`src/rtl/imem_loader_pkg.sv`:
```
// ============================================================================
// Module : imem_loader_pkg
// Brief  : Loader state encodings and stream-format constants for imem_loader.
// Rev    : 1.0  initial release
// ============================================================================
`default_nettype none

package imem_loader_pkg;

    localparam logic [2:0] LDR_IDLE = 3'd0;
    localparam logic [2:0] LDR_LEN  = 3'd1;
    localparam logic [2:0] LDR_LOAD = 3'd2;
    localparam logic [2:0] LDR_CSUM = 3'd3;
    localparam logic [2:0] LDR_DONE = 3'd4;
    localparam logic [2:0] LDR_ERR  = 3'd5;

    localparam int LDR_LEN_BYTES = 4;

    function automatic logic ldr_is_busy(input logic [2:0] s);
        return (s == LDR_LEN) || (s == LDR_LOAD) || (s == LDR_CSUM);
    endfunction

endpackage

`default_nettype wire

```
`src/rtl/imem_loader_csum.sv`:
```
// ============================================================================
// Module : imem_loader_csum
// Brief  : Running XOR of accepted payload bytes, cleared at the start of a load.
// Rev    : 1.0  initial release
// ============================================================================
`default_nettype none

module imem_loader_csum
    import imem_loader_pkg::*;
(
    input  logic       clk_i,
    input  logic       reset_i,
    input  logic       clear_i,
    input  logic       en_i,
    input  logic [7:0] data_i,
    output logic [7:0] acc_o
);

    logic [7:0] acc_q;

    always_ff @(posedge clk_i or posedge reset_i) begin
        if (reset_i) begin
            acc_q <= 8'h00;
        end else if (clear_i) begin
            acc_q <= 8'h00;
        end else if (en_i) begin
            acc_q <= acc_q ^ data_i;
        end
    end

    assign acc_o = acc_q;

endmodule

`default_nettype wire

```
`src/rtl/imem_loader.sv`:
```
// ============================================================================
// Module : imem_loader
// Brief  : Streams a length-prefixed program image into byte-wide imem and
//          holds the CPU until the image is complete.
//          Optional trailing XOR checksum byte: define IMEM_LOADER_CHECKSUM_EN.
// Rev    : 1.0  initial release
// ============================================================================
`default_nettype none

module imem_loader
    import imem_loader_pkg::*;
#(
    parameter int ADDR_WIDTH = 10,
    parameter int MEM_BYTES  = 1024
) (
    input  logic                  clk_i,
    input  logic                  reset_i,
    input  logic                  start_i,
    input  logic [7:0]            byte_in_i,
    input  logic                  byte_valid_i,
    output logic                  byte_ready_o,
    output logic                  mem_we_o,
    output logic [ADDR_WIDTH-1:0] mem_addr_o,
    output logic [7:0]            mem_wdata_o,
    output logic                  cpu_hold_o,
    output logic                  busy_o,
    output logic                  done_o,
    output logic                  error_o,
    output logic [ADDR_WIDTH-2:0] word_count_o
);

    localparam int                  MAX_WORDS   = MEM_BYTES / 4;
    localparam logic [31:0]         MAX_WORDS_C = 32'(MAX_WORDS);
    localparam logic [ADDR_WIDTH-2:0] WC_MAX    = (ADDR_WIDTH-1)'(MAX_WORDS);

    logic [2:0]            state_q,   state_d;
    logic [23:0]           len_sr_q,  len_sr_d;
    logic [1:0]            len_cnt_q, len_cnt_d;
    logic [ADDR_WIDTH-1:0] idx_q,     idx_d;
    logic [ADDR_WIDTH-1:0] last_q,    last_d;
    logic [ADDR_WIDTH-2:0] wc_q,      wc_d;
    logic                  we_q,      we_d;
    logic [ADDR_WIDTH-1:0] addr_q,    addr_d;
    logic [7:0]            wdata_q,   wdata_d;
    logic                  hold_q,    hold_d;

    logic        w_ready;
    logic        w_xfer;
    logic        w_start;
    logic [31:0] w_len;

    assign w_ready = ldr_is_busy(state_q);
    assign w_xfer  = byte_valid_i && w_ready;
    assign w_start = start_i && ((state_q == LDR_IDLE) || (state_q == LDR_DONE) ||
                                 (state_q == LDR_ERR));
    assign w_len   = {len_sr_q, byte_in_i};

`ifdef IMEM_LOADER_CHECKSUM_EN
    logic [7:0] w_csum_acc;

    imem_loader_csum u_csum (
        .clk_i   (clk_i),
        .reset_i (reset_i),
        .clear_i (w_start),
        .en_i    (w_xfer && (state_q == LDR_LOAD)),
        .data_i  (byte_in_i),
        .acc_o   (w_csum_acc)
    );
`endif

    always_comb begin
        state_d   = state_q;
        len_sr_d  = len_sr_q;
        len_cnt_d = len_cnt_q;
        idx_d     = idx_q;
        last_d    = last_q;
        wc_d      = wc_q;
        we_d      = 1'b0;
        addr_d    = addr_q;
        wdata_d   = wdata_q;

        case (state_q)
            LDR_IDLE, LDR_DONE, LDR_ERR: begin
                if (w_start) begin
                    state_d   = LDR_LEN;
                    len_cnt_d = 2'd0;
                    idx_d     = '0;
                    wc_d      = '0;
                end
            end
            LDR_LEN: begin
                if (w_xfer) begin
                    len_sr_d  = {len_sr_q[15:0], byte_in_i};
                    len_cnt_d = len_cnt_q + 2'd1;
                    if (len_cnt_q == 2'(LDR_LEN_BYTES - 1)) begin
                        // Oversized images are rejected before any byte touches imem.
                        if (w_len == 32'd0) begin
                            state_d = LDR_DONE;
                        end else if (w_len > MAX_WORDS_C) begin
                            state_d = LDR_ERR;
                        end else begin
                            state_d = LDR_LOAD;
                            last_d  = ADDR_WIDTH'({w_len, 2'b00} - 34'd1);
                        end
                    end
                end
            end
            LDR_LOAD: begin
                if (w_xfer) begin
                    we_d    = 1'b1;
                    addr_d  = idx_q;
                    wdata_d = byte_in_i;
                    idx_d   = idx_q + ADDR_WIDTH'(1);
                    if ((idx_q[1:0] == 2'b11) && (wc_q < WC_MAX)) begin
                        wc_d = wc_q + (ADDR_WIDTH-1)'(1);
                    end
                    if (idx_q == last_q) begin
`ifdef IMEM_LOADER_CHECKSUM_EN
                        state_d = LDR_CSUM;
`else
                        state_d = LDR_DONE;
`endif
                    end
                end
            end
`ifdef IMEM_LOADER_CHECKSUM_EN
            LDR_CSUM: begin
                if (w_xfer) begin
                    state_d = (byte_in_i == w_csum_acc) ? LDR_DONE : LDR_ERR;
                end
            end
`endif
            default: state_d = LDR_IDLE;
        endcase

        // Release lags entry into DONE by one edge so the last write lands first.
        hold_d = !((state_q == LDR_DONE) && (state_d == LDR_DONE));
    end

    always_ff @(posedge clk_i or posedge reset_i) begin
        if (reset_i) begin
            state_q   <= LDR_IDLE;
            len_sr_q  <= 24'd0;
            len_cnt_q <= 2'd0;
            idx_q     <= '0;
            last_q    <= '0;
            wc_q      <= '0;
            we_q      <= 1'b0;
            addr_q    <= '0;
            wdata_q   <= 8'h00;
            hold_q    <= 1'b1;
        end else begin
            state_q   <= state_d;
            len_sr_q  <= len_sr_d;
            len_cnt_q <= len_cnt_d;
            idx_q     <= idx_d;
            last_q    <= last_d;
            wc_q      <= wc_d;
            we_q      <= we_d;
            addr_q    <= addr_d;
            wdata_q   <= wdata_d;
            hold_q    <= hold_d;
        end
    end

    assign byte_ready_o = w_ready;
    assign busy_o       = w_ready;
    assign done_o       = (state_q == LDR_DONE);
    assign error_o      = (state_q == LDR_ERR);
    assign mem_we_o     = we_q;
    assign mem_addr_o   = addr_q;
    assign mem_wdata_o  = wdata_q;
    assign cpu_hold_o   = hold_q;
    assign word_count_o = wc_q;

endmodule

`default_nettype wire

```
`config.mk`:
```
export PLATFORM = sky130hd
export DESIGN_NAME = imem_loader
export DESIGN_NICKNAME = d
export VERILOG_FILES = /design/src/rtl/imem_loader_pkg.sv /design/src/rtl/imem_loader_csum.sv /design/src/rtl/imem_loader.sv
export SDC_FILE = /design/constraint.sdc
export NUM_CORES = 1
export LEC_CHECK = 0
export BUFFER_PORTS_ARGS = -buffer_cell sky130_fd_sc_hd__buf_2
export CAP_MARGIN = 20
export CELL_PAD_IN_SITES_DETAIL_PLACEMENT = 1
export CELL_PAD_IN_SITES_GLOBAL_PLACEMENT = 2
export CORE_MARGIN = 10
export CORE_UTILIZATION = 30
export DETAILED_ROUTE_END_ITERATION = 8
export PLACE_DENSITY_LB_ADDON = 0.3
export REMOVE_ABC_BUFFERS = 1
export SETUP_SLACK_MARGIN = 0.02
export SLEW_MARGIN = 20
export SYNTH_ARGS = -nofsm -noshare
export SYNTH_HDL_FRONTEND = slang
export SYNTH_HIERARCHICAL = 1
export SYNTH_SLANG_ARGS = --single-unit
```
`constraint.sdc`:
```
create_clock -name clk_i -period 2.9 [get_ports clk_i]
set_clock_uncertainty 0.1 [all_clocks]
set_input_delay 0.435 -clock clk_i [delete_from_list [all_inputs] [get_ports clk_i]]
set_output_delay 0.435 -clock clk_i [all_outputs]
set_load 0.02 [all_outputs]
```
After elaboration in Yosys (flattened, before gate mapping)
Cells that the tools add are included.

storage, ports and cells
  register bits after elaboration = 78
  output and inout bits = 33

cells by class
  add/subtract/negate cells = 4
  $lt $le $gt $ge = 2
  equality and inequality tests = 13
  multiplexer cells = 20
  bitwise operators = 2
  reduce and logical (&&, ||, !) cells = 20

operator list
  cell                                                 number
  > comparator 32 x 9 -> 1 bit, second input constant  1
  zero test 32 bit                                     1
  two-way mux 9 bit                                    3
  two-way mux 3 bit                                    7
  two-way mux 10 bit                                   2
  case mux 10 bit (2 select lines)                     1
  case mux 9 bit (2 select lines)                      1
  adder 10 x 1 -> 10 bit, second input constant        1
  == test 10 bit                                       1
  subtractor 10 x 1 -> 10 bit, second input constant   1
  adder 9 x 1 -> 9 bit, second input constant          1
  == test 3 bit, second input constant                 3
  less-than comparator 9 bit, second input constant    1
  case mux 3 bit (3 select lines)                      1
  == test 3 x 2 -> 1 bit, second input constant        2
  != test 2 bit, second input constant                 3
  AND reduction 3 bit                                  2
  AND reduction 5 bit                                  1
  == test 2 bit, second input constant                 2
  logical AND 1 bit                                    4
  logical OR 1 bit                                     4
  two-way mux 2 bit                                    2
  case mux 2 bit (2 select lines)                      1
  AND reduction 2 bit                                  2
  10 further kinds                                     13

Longest topological paths before layout
  depth after elaboration = 9
  mapped depth = 8

Least setup slack after synthesis
OpenSTA, ideal clock, no wires.

  kind = input -> register
  start point = input port byte_in_i[0]
  end point = register last_q[2]
  setup time = 0.125 ns
  arrival time = 2.053 ns
  data required time = 2.675 ns
  slack = 0.622 ns
  stages = 6
  buffers on the path = 0
  cells stage by stage = inv_1 > ha_1 > nor3b_1 > nand3_2 > a2111oi_4 > mux2_2

between the ends
  cells in the longest elaborated chain, start to end = 3

RTL lines
  what                                                                     line                                  source
  start, declared                                                          imem_loader.sv:19                     input logic [7:0] byte_in_i,
  > comparator 32 x 9 -> 1 bit / zero test 32 bit (equally long branches)  imem_loader.sv:99, imem_loader.sv:97
  NOT 1 bit (no source line)                                               -
  AND reduction 5 bit (no source line)                                     -
  end signal, assigned                                                     imem_loader.sv:157                    last_q <= last_d;
  end, declared                                                            imem_loader.sv:40                     logic [ADDR_WIDTH-1:0] last_q, last_d;

Parallel ways exist; a longest one is shown, timed or not.
A chain may end at the register's enable or synchronous reset.

Worst setup path in the final report
  start point = register len_sr_q[15]
  end point = register last_q[2]

between the ends
  cells in the longest elaborated chain, start to end = 3

RTL lines
  what                                                                     line                                  source
  start, declared                                                          imem_loader.sv:37                     logic [23:0] len_sr_q, len_sr_d;
  start signal, assigned                                                   imem_loader.sv:154                    len_sr_q <= len_sr_d;
  > comparator 32 x 9 -> 1 bit / zero test 32 bit (equally long branches)  imem_loader.sv:99, imem_loader.sv:97
  NOT 1 bit (no source line)                                               -
  AND reduction 5 bit (no source line) *                                   -

Every way passes the cells marked *; elsewhere a longest branch is shown, timed or not.

==> summary.md <==
| Metric | Value |
|---|---|
| EDFF count, synth | 0 |
| CP top delay family | simple AND/OR/NAND/NOR gates |
| Routed Antenna Nets | 0 |
| Clock Latency Late Sink | 330 ps |
| Crit path max fanout | 10 |
| Synth Flop Type | dfrtp_1 |
| Yosys reg bits | 77 |
| Placer Congestion | about 0.74 |
| Worst path required time | ~3000 ps |
| Fin Setup TNS | 0 ps |
| Outcome | finished, final reports clean |
| Number of global-route vias before repair | 2992 |
| DR iter-0 viols | 91 |
| Crit-path max cell delay | 440 ps |
| Leakage Power | about 2.1 nW |
| Hold-fix buffer count after cts | 0 |
| First drt pass iteration count | 4 |
| Largest family of logic cells by synthesized area | simple AND/OR/NAND/NOR gates |
| Placed cell count | 550 |
| Max_slew headroom | 53.91% |
| Vias per inst | around 4.9 |
| Worst VDD drop | between 0.0002 and 0.0003 V |
| Seq/Total Area, Yosys | 52.61% |
| Crit-path cells | nor4_1 > nand4_1 > a2111oi_4 > buf_4 > mux2_2 |
| Via count | approximately 2800 |
| Max Clock Freq | 423.4 MHz |
| Hold Path Class | in -> async |
| Overflow after GRT | 0 |
| Initial core utilization | 30.51% |
| Synth async-reset ratio | 100.0% |
| CTS Buffer Depth | 2 |
| Port Buffer Count | 44 |
| CTS tree | built |
| Core Box Area | 12010 µm² |
| Die area | about 17000 µm² |
| Fin cells | 566 |
| PD cells | 681.7 nW/µm² |
| Cell area after synthesis | about 3700 µm² |
| Die span in x | about 130 µm |
| Worst setup EP type | flop |
| Nets@finish | 431 |
| Final worst setup slack | between 500 and 600 ps |
| Compound-Gate Fraction of Synth Area | 6.077% |
| Worst setup SP type | flop |
| FILL cells | ~1400 |
| Minimum clock period | roughly 2400 ps |
| Post-CTS Resized | 0 |
| First-pass GRT wire length | 15.99 mm |
| # rows | 40 |
| Root buffer cell | clkbuf_16 |
| Reg clk slew, reported paths | around 60 ps |
| Die height | 130.5 µm |
| Final Hold Fails | 0 |
| Drt wl/cell | 16.88 µm |
| CTS buffer count | 9 |
| Synth Area in Adders | 1.707% |
| Setup Fix Bufs, Post-CTS | 0 |
| Pin count of the biggest net entering global routing | 49 |
| Max_cap viols | 0 |
| Slowest CP cell | nor4_1 |
| Dpl hpwl | 6.811 mm |
| Final core area utilization | 36.23% |
| Initial antenna violation count | 0 |
| Period utilization | 81.44% |
| Ant. Diodes | 0 |
| DR DRC count | 0 |
| Top-level port count | 45 |
| Synth Instances | 369 |
| WP data arrival | 2480 ps |
| Xor and xnor area share after synthesis | 5.019% |
| Buf/Inv on CP | 1 |
| Global Route Usage Sum | 11.93% |
| RSZ-0062 raised after global routing | false |
| Area growth, synth to finish | 18.74% |
| WL final | 9.556 mm |
| CTS Sinks | 77 |
| Syn_area_per_cell | between 9 and 10 µm² |
| Layout cell share with drive strength beyond 1 | 21.96% |
| Total design power | 0.002967 W |
| Count of unique library cells instantiated by Yosys | 48 |
| Final Max Slew Viols | 0 |
| Setup violations, final | 0 |
| Worst Tran Pin Value | roughly 700 ps |
| Post-Synth Simple-Gate Area | roughly a quarter |
| Multiplexer share of the synthesized area | around 7.4% |
| H-tree depth | 3 |
| Worst slack, placed | 370.0 ps |
| YS warnings | 6 |
| CP Class | reg -> reg |
-- cell usage after synthesis, types with 2 or more instances --
cell type	n	share of area, %
nor3b_1	2	0.41
o41a_1	3	0.92
nor3_1	5	0.68
buf_4	3	0.61
mux2i_1	7	1.9
nand4_1	8	1.4
nor2_1	16	1.6
mux2_2	18	5.5
clkbuf_1	8	0.82
a21oi_1	5	0.68
xor2_1	9	2.2
nor4_1	10	1.7
inv_1	9	0.92
o31ai_1	2	0.41
nor2b_1	4	0.68
o21ai_0	10	1.4
buf_2	2	0.27
nand3_1	5	0.68
and3_1	3	0.51
and2_1	6	1.0
nand2b_1	7	1.2
buf_1	2	0.20
dfrtp_1	76	52
nand2_1	108	11
xnor2_1	12	2.9
a22o_1	3	0.72
ha_1	5	1.7
-- cells in the final DEF (no fill, tap or decap), drive strengths merged, types with 2 or more instances in the layout --
| master | synthesis | layout |
|---|---|---|
| nand2b | 7 | 7 |
| nor4 | 11 | 11 |
| nor3 | 5 | 5 |
| clkinv | 0 | 2 |
| mux2i | 7 | 7 |
| nand4 | 8 | 8 |
| o41a | 3 | 3 |
| o31ai | 2 | 2 |
| ha | 5 | 5 |
| o21ai | 11 | 11 |
| clkbuf | 8 | 11 |
| buf | 7 | 49 |
| a21oi | 5 | 5 |
| clkinvlp | 0 | 2 |
| nand3 | 6 | 6 |
| nor2 | 16 | 16 |
| or4 | 2 | 2 |
| inv | 10 | 10 |
| dfrtp | 76 | 76 |
| a22o | 3 | 3 |
| nand2 | 108 | 108 |
| mux2 | 18 | 18 |
| and3 | 3 | 3 |
| nor2b | 4 | 4 |
| and2 | 6 | 6 |
| nor3b | 2 | 2 |
| xnor2 | 12 | 12 |
| xor2 | 9 | 9 |
-- area by class of cell --
| class | instances | area, µm² | share of cell area, % |
|---|---|---|---|
| clock inverter | 5 | 58.81 | 1.351 |
| clock buffer | 11 | 242.7 | 5.578 |
| sequential | 77 | 1928 | 44.31 |
| tap | 147 | 183.9 | 4.227 |
| multi-input combinational | 267 | 1629 | 37.44 |
| inverter | 10 | 38.79 | 0.8913 |
| timing repair buffer | 49 | 270.3 | 6.210 |
-- worst paths after layout --
check,slack (ps),to,from,cells after the start
max reg2reg,540,last_q[2],len_sr_q[15],5
min in group clk_i,280,len_sr_q[0],byte_in_i[0],3
max in group asynchronous,1980,cpu_hold_o,reset_i,3
min,30,len_sr_q[23],reset_i,2
max,540,last_q[2],len_sr_q[15],5
min reg2reg,370,mem_addr_o[1],mem_addr_o[1],2
-- registers in the layout (all words and copies together) (netlist names) --
name,count
cpu_hold_o,1
idx_q,10
last_q,9
len_cnt_q,2
len_sr_q,24
mem_addr_o,10
mem_wdata_o,8
mem_we_o,1
state_q,3
word_count_o,9
-- worst reg2reg max path, delay by kind of cell (launching register included) --
kind,cells,cell delay [ps]
buffers and inverters,1,240
and+or+nand+nor,2,790
DFF,1,400
muxes,1,350
AOI/OAI and AO/OA,1,370
-- routing by layer --
layer / wire [µm] / vias to the layer above / track usage [%]
li1: - / 1346 / -
met4: 187 / 0 / 5.298
met3: 262 / 13 / 2.377
met5: 0 / - / 0
met1: 4661 / 1355 / 15.94
met2: 4444 / 38 / 18.29
-- power breakdown --
group | internal [W] | switching [W] | leakage, nW
registers | 0.00124 | 0.000132 | 1.02
logic | 0.000192 | 0.000267 | 0.976
clock network | 0.000692 | 0.000447 | 0.142
-- cells by family after synthesis --
logic type | after synthesis
AO/OA/AOI/OAI | 30
AND/OR/NAND/NOR | 186
flip-flops | 77
adder cells (fa/ha/maj) | 5
multiplexers | 25
buffers and inverters | 25
XOR/XNOR | 21
-- metrics by stage --
stage / hold slack (ps) / cell area [µm²]
global placement: 354.4 / 4050
floorplan: 346.1 / 3595
finish: 31.76 / 4352
global route: 69.03 / 4352
detailed placement: 361.9 / 4050
CTS: 41.22 / 4352
(Power assumes the default switching activity.)
